[src/rtl/cmd_dispatcher.sv]
// Command dispatcher: checks a channel's status flags, then holds a one-hot command drive for HOLD_CYCLES.
// Optional macro CMD_DISPATCH_ABORT_EN cuts the drive short when the active channel's flags rise.
module cmd_dispatcher #(
    parameter int CHANNELS    = 4,
    parameter int SEL_W       = 2,
    parameter int HOLD_CYCLES = 8
) (
    input  logic                clk,
    input  logic                rst_n,
    input  logic                start,
    input  logic [SEL_W-1:0]    sel,
    input  logic                comando,
    input  logic [CHANNELS-1:0] fa,
    input  logic [CHANNELS-1:0] fb,
    output logic [CHANNELS-1:0] s0_out,
    output logic [CHANNELS-1:0] s1_out,
    output logic                busy,
    output logic                done,
    output logic                rejected,
    output logic                aborted,
    output logic [1:0]          state_dbg
);

    localparam int CNT_W = $clog2(HOLD_CYCLES + 1);

    typedef enum logic [1:0] {
        IDLE  = 2'd0,
        CHECK = 2'd1,
        DRIVE = 2'd2
    } state_t;

    state_t              state;
    logic [SEL_W-1:0]    sel_q;
    logic                cmd_q;
    logic [CNT_W-1:0]    cnt;

    logic                sel_ok;
    logic                flag_hit;
    logic [CHANNELS-1:0] sel_onehot;

    // Decode the latched select by loop so a non-power-of-two channel count
    // never indexes past the flag vectors.
    always_comb begin
        sel_ok     = 1'b0;
        flag_hit   = 1'b0;
        sel_onehot = '0;
        for (int i = 0; i < CHANNELS; i++) begin
            if (sel_q == SEL_W'(i)) begin
                sel_ok        = 1'b1;
                flag_hit      = fa[i] | fb[i];
                sel_onehot[i] = 1'b1;
            end
        end
    end

    assign state_dbg = state;

`ifdef CMD_DISPATCH_ABORT_EN
    logic abort_q;
    assign aborted = abort_q;
`else
    assign aborted = 1'b0;
`endif

    always_ff @(posedge clk or negedge rst_n) begin
        if (!rst_n) begin
            state    <= IDLE;
            sel_q    <= '0;
            cmd_q    <= 1'b0;
            cnt      <= '0;
            s0_out   <= '0;
            s1_out   <= '0;
            busy     <= 1'b0;
            done     <= 1'b0;
            rejected <= 1'b0;
`ifdef CMD_DISPATCH_ABORT_EN
            abort_q  <= 1'b0;
`endif
        end else begin
            done     <= 1'b0;
            rejected <= 1'b0;
`ifdef CMD_DISPATCH_ABORT_EN
            abort_q  <= 1'b0;
`endif
            case (state)
                IDLE: begin
                    if (start) begin
                        sel_q <= sel;
                        cmd_q <= comando;
                        busy  <= 1'b1;
                        state <= CHECK;
                    end
                end

                CHECK: begin
                    if (!sel_ok || flag_hit) begin
                        busy     <= 1'b0;
                        rejected <= 1'b1;
                        state    <= IDLE;
                    end else begin
                        cnt    <= CNT_W'(HOLD_CYCLES - 1);
                        s0_out <= cmd_q ? '0 : sel_onehot;
                        s1_out <= cmd_q ? sel_onehot : '0;
                        state  <= DRIVE;
                    end
                end

                DRIVE: begin
`ifdef CMD_DISPATCH_ABORT_EN
                    // A flag on the active channel wins over a coincident final count.
                    if (flag_hit) begin
                        s0_out  <= '0;
                        s1_out  <= '0;
                        busy    <= 1'b0;
                        abort_q <= 1'b1;
                        state   <= IDLE;
                    end else
`endif
                    if (cnt == '0) begin
                        s0_out <= '0;
                        s1_out <= '0;
                        busy   <= 1'b0;
                        done   <= 1'b1;
                        state  <= IDLE;
                    end else begin
                        cnt <= cnt - CNT_W'(1);
                    end
                end

                default: begin
                    s0_out <= '0;
                    s1_out <= '0;
                    busy   <= 1'b0;
                    state  <= IDLE;
                end
            endcase
        end
    end

endmodule

[config.mk]
export PLATFORM = sky130hd
export DESIGN_NAME = cmd_dispatcher
export DESIGN_NICKNAME = d
export VERILOG_FILES = /design/src/rtl/cmd_dispatcher.sv
export SDC_FILE = /design/constraint.sdc
export NUM_CORES = 1
export LEC_CHECK = 0
export ABC_AREA = 1
export CAP_MARGIN = 20
export CELL_PAD_IN_SITES_DETAIL_PLACEMENT = 1
export CELL_PAD_IN_SITES_GLOBAL_PLACEMENT = 2
export CORE_UTILIZATION = 29
export CTS_CLUSTER_SIZE = 30
export DETAILED_ROUTE_END_ITERATION = 8
export HOLD_SLACK_MARGIN = 0.1
export PLACE_DENSITY = 0.78
export SKIP_LAST_GASP = 1
export SYNTH_ARGS = -nofsm -noshare
export SYNTH_HDL_FRONTEND = slang
export SYNTH_SLANG_ARGS = --single-unit
[constraint.sdc]
create_clock -name clk -period 2.6 [get_ports clk]
set_input_delay 0.52 -clock clk [delete_from_list [all_inputs] [get_ports clk]]
set_output_delay 0.52 -clock clk [all_outputs]
set_load 0.005 [all_outputs]
======== Yosys cells after proc, flatten, opt, wreduce, memory -nomap -nowiden ========
Cells that the tools add are included.
storage, ports and cells
  register bits ........................... 20
  output and inout port bits .............. 14
cells by class
  add/sub/neg operators ................... 1
  eq/ne operators ......................... 10
  muxes and demuxes ....................... 33
  bitwise logic cells ..................... 5
  reduce and logical (&&, ||, !) cells .... 11
operator list
  cell                                                 number
  2-to-1 mux 4 bit                                     7
  one-hot mux 4 bit (3 select lines)                   2
  2-to-1 mux 1 bit                                     18
  inequality test 2 bit, second input constant         5
  AND reduction 3 bit                                  3
  one-hot mux 4 bit (2 select lines)                   1
  equality test 2 bit, second input constant           3
  2-to-1 mux 2 bit                                     3
  one-hot mux 2 bit (3 select lines)                   1
  equality test 2 x 1 -> 1 bit, second input constant  2
  logical NOT 2 bit                                    2
  logical NOT 4 bit                                    1
  OR 1 bit                                             4
  AND reduction 2 bit                                  2
  subtractor 4 x 1 -> 4 bit, second input constant     1
  one-hot mux 1 bit (3 select lines)                   1
  nonzero test 2 bit                                   1
  logical NOT 1 bit                                    1
  logical OR 1 bit                                     1
  inverter 1 bit                                       1

======== Depth between registers and ports, before layout ========
  word-level depth ........................ 9
  mapped depth ............................ 9

======== Worst setup path before layout ========
OpenSTA, ideal clock, no wires.
  path type ............................... register -> register
  start ................................... register cnt[0]
  end ..................................... register s0_out[0]
  arrival time ............................ 1224 ps
  required time ........................... 2484 ps
  slack ................................... 1260 ps
  stages on the path, launching flop included .. 8
  buffers on the path ..................... 0
  cell sequence ........................... dfrtp_1 > inv_1 > ha_1 > nand3_2 > o21ai_4 > nand2_4 > nand2_1 > nand2_1
on the way
  word-level cells in the longest chain between the ends .. 3
ends and longest elaborated chain
  item                                    line  text
  start, declared                         35    logic [CNT_W-1:0] cnt;
  start signal, assigned                  101   cnt <= CNT_W'(HOLD_CYCLES - 1);
  start signal, assigned                  126   cnt <= cnt - CNT_W'(1);
  logical NOT 4 bit                       119   if (cnt == '0) begin
  inequality test 2 bit (no source line)  n/a
  AND reduction 3 bit (no source line)    n/a
  end signal, assigned                    102   s0_out <= cmd_q ? '0 : sel_onehot;
  end, declared                           15    output logic [CHANNELS-1:0] s0_out,
No other way between the ends.
A chain may end at the register's enable or synchronous reset.

======== Worst setup path after layout ========
  start ................................... register state[0] (netlist: state_dbg[0])
  end ..................................... output state_dbg[0]
RTL lines
  item                    line  text
  start, declared         32    state_t state;
  start signal, assigned  67    state <= IDLE;
  start signal, assigned  91    state <= CHECK;
  start signal, assigned  99    state <= IDLE;
  end, declared           21    output logic [1:0] state_dbg
No word-level cell between the ends.

==> out/metrics.cfg <==
[critical_path]
r2r_cells=7
end_kind=output pin
critical_path.startpoint=state_dbg[0]$_DFFE_PN0P_
crit_family=buffers and inverters
endpoint=state_dbg[0]
crit_path_cell_trace=clkdlybuf4s50_1
regToRegSetupSlack_ns=1.05
path_max_fanout=5
worstPathRequired_ns=2.08
slowest_stage=clkdlybuf4s50_1
r2r-start=cnt[0]$_DFFE_PN0P_
crit_buf_inv=1
crit_type=flip-flop to output pin
cp_slowest_stage_delay_ns=0.56
r2r_end=s1_out[1]$_DFFE_PN0P_
start_kind=flip-flop
cp_num_cells=1
crit_arrival_ns=1.31

[timing]
setup_slack_ns=0.769
tns_ns=0
fin_crit_ns=1.83
hold_viol=0
rsz0062_at_grt=false
fin_crit_sh_pct=70.4
fmax_mhz=546
maxSlewViolCount=0
clock_skew_ns=0.00689
setup_viol=0

[route]
ant_nets=0
dr.pass1.iters=2
vias=921
drt-total-wl_um=2440
via_per_inst=4.32
post-route-drc-count=0
routedWlPerCell_um=11.4
drt_iter0_markers=22

[grt]
grt_pass1_wl_um=4620
overflow=0
grt_antenna_before_repair=0
grt_max_degree=21
grt_pass1_vias=1040
grt_usage_pct=14.2

[logic_synthesis]
synth_ff_type=dfrtp_1
netlist_area_um2=1110
synth_area_leader_cell=dfrtp_1
synth_top_area_share_pct=44.9
ys_types=23
yosys_warnings=0
seq_area_frac_synth_pct=44.9
ys_top_cells_by_count=42 x nand2_1, 20 x dfrtp_1, 17 x inv_1
postSynthAreaPerCell_um2=8.25
syn_inst=135
async_flop_share_pct=100
synth_fp_nets=150
ys_ff_latch=20
synth-edff-count=0
yosysMostFrequentCell=nand2_1
yosys-top-cells-area=dfrtp_1 45%, nand2_1 14%, nand2_4 7.1%, nand3_1 6.3%, inv_1 5.7%

[power_and_ir_drop]
seqPwrFrac_pct=33.0
leakagePower_nw=0.746
vdd_drop_max_mv=0.356
power_switching_mw=0.586
p_sw_share_pct=39.3
pwr-share-clk_pct=21.1
combPwrFrac_pct=45.9
p_per_area_nw_per_um2=990
internal_power_mw=0.905

[final_layout]
drive_above_1_share_pct=17.6
final_nets=181
insertedDiodeCount=0
finish.utilization_pct=41.1
layout.cells.non_filler=213
area_growth_pct=35.2

[clocking]
clk_latency_ns=0.26
cts_hold_buf=0
cts.clk_slew.worst_paths_ns=0.08
cts.sink_count=20
cts-root-buf=clkbuf_8
postCtsSetupBuffers=0
cts_max_level=1
cts_resized=0
numCtsBuffers=3
ctsLongestPathBuffers=2
cts_tree=built

[floorplan]
pin_count=28
core-area_um2=3660
num_rows=22
start_util_pct=30.4
die_x_um=64.0
die_area_um2=4090
fp.dieH_um=64.0

[place]
io_buffers=26
gp_congestion=0.700
dp_cells=209
hpwl_um=1970
dp_worst_setup_slack_ns=0.850

[run]
cap_violations=0

[status]
status=completed

[worst_hold_path]
hold_class=flip-flop to flip-flop

## state kept, by name, summed over array words and instances, names as in the netlist
| name | count |
|---|---|
| busy | 1 |
| cmd_q | 1 |
| cnt | 4 |
| done | 1 |
| rejected | 1 |
| s0_out | 4 |
| s1_out | 4 |
| sel_q | 2 |
| state_dbg | 2 |
## cells in the final DEF, fill, tap and decap left out
cell type / synthesis / routed
o21ai_4: 1 / 1
nor2_1: 10 / 10
nand2_1: 42 / 42
clkdlybuf4s50_1: 0 / 26
nor2_2: 2 / 2
nand3_1: 14 / 14
nor2_4: 3 / 3
clkinv_2: 1 / 1
nand4_4: 1 / 1
nand2_2: 2 / 2
nand3_4: 1 / 1
conb_1: 1 / 1
nand3_2: 1 / 1
nand2_4: 7 / 7
nor3_1: 1 / 1
a21oi_2: 1 / 1
ha_1: 1 / 1
or2_2: 1 / 1
clkbuf_8: 0 / 3
bufinv_16: 0 / 1
buf_4: 1 / 1
dfrtp_1: 20 / 20
inv_1: 17 / 17
and3_1: 1 / 1
o21ai_1: 3 / 3
inv_2: 3 / 3
## worst min path at each step
stage | start | to | slack [ns] | cells past startpoint
global placement | s1_out[0]$_DFFE_PN0P_ | s1_out[0]$_DFFE_PN0P_ | 0.46 | 2
floorplan | rst_n | busy$_DFFE_PN0P_ | 0.22 | 0
finish | s0_out[2]$_DFFE_PN0P_ | s0_out[2]$_DFFE_PN0P_ | 0.48 | 2
CTS | s1_out[2]$_DFFE_PN0P_ | s1_out[2]$_DFFE_PN0P_ | 0.48 | 2
global route | s0_out[2]$_DFFE_PN0P_ | s0_out[2]$_DFFE_PN0P_ | 0.52 | 2
detailed placement | s1_out[2]$_DFFE_PN0P_ | s1_out[2]$_DFFE_PN0P_ | 0.46 | 2
## power by group through the flow
stage	Clock, mW	Sequential (mW)	Combinational [mW]
after floorplan	0	0.490	0.478
final	0.314	0.492	0.684
after detailed placement	0	0.501	0.696
after global routing	0.339	0.509	0.785
after global placement	0	0.496	0.674
after CTS	0.322	0.495	0.700
## metal layers
metal / wire length, um / vias to the layer above / GRT usage (%) / part of all wire, %
met1: 1170 / 437 / 17.6 / 48
met4: 0 / 0 / 2.56 / 0
met2: 1200 / 15 / 25.9 / 49
met3: 64 / 0 / 2.32 / 2.6
met5: 0 / - / 0 / 0
li1: - / 469 / - / -
## cell families (layout without fill, tap and decap cells)
| kind of cell | after synthesis | count (layout) | synth area share (%) |
|---|---|---|---|
| AO/OA/AOI/OAI | 5 | 5 | 3.60 |
| other | 1 | 1 | 0.337 |
| buffers and inverters | 22 | 52 | 7.86 |
| flip-flops | 20 | 20 | 44.9 |
| adder cells (fa/ha/maj) | 1 | 1 | 1.12 |
| AND/OR/NAND/NOR | 86 | 86 | 42.1 |
## final cells by class
class                      count  area, um^2
clock buffer                   3        41.3
clock inverter                 1        30.0
fill                         432        2160
inverter                      21        80.1
multi-input combinational     93         526
sequential                    20         500
tap                           48        60.1
timing repair buffer          27         268
## through the flow
stage,total power [mW],hold WS (ns),cell area [um^2]
floorplan,0.968,0.224,1110
global placement,1.17,0.457,1430
detailed placement,1.20,0.461,1430
CTS,1.52,0.482,1510
global route,1.63,0.516,1510
finish,1.49,0.478,1510
No activity file was read; power rests on OpenSTA's default activity.
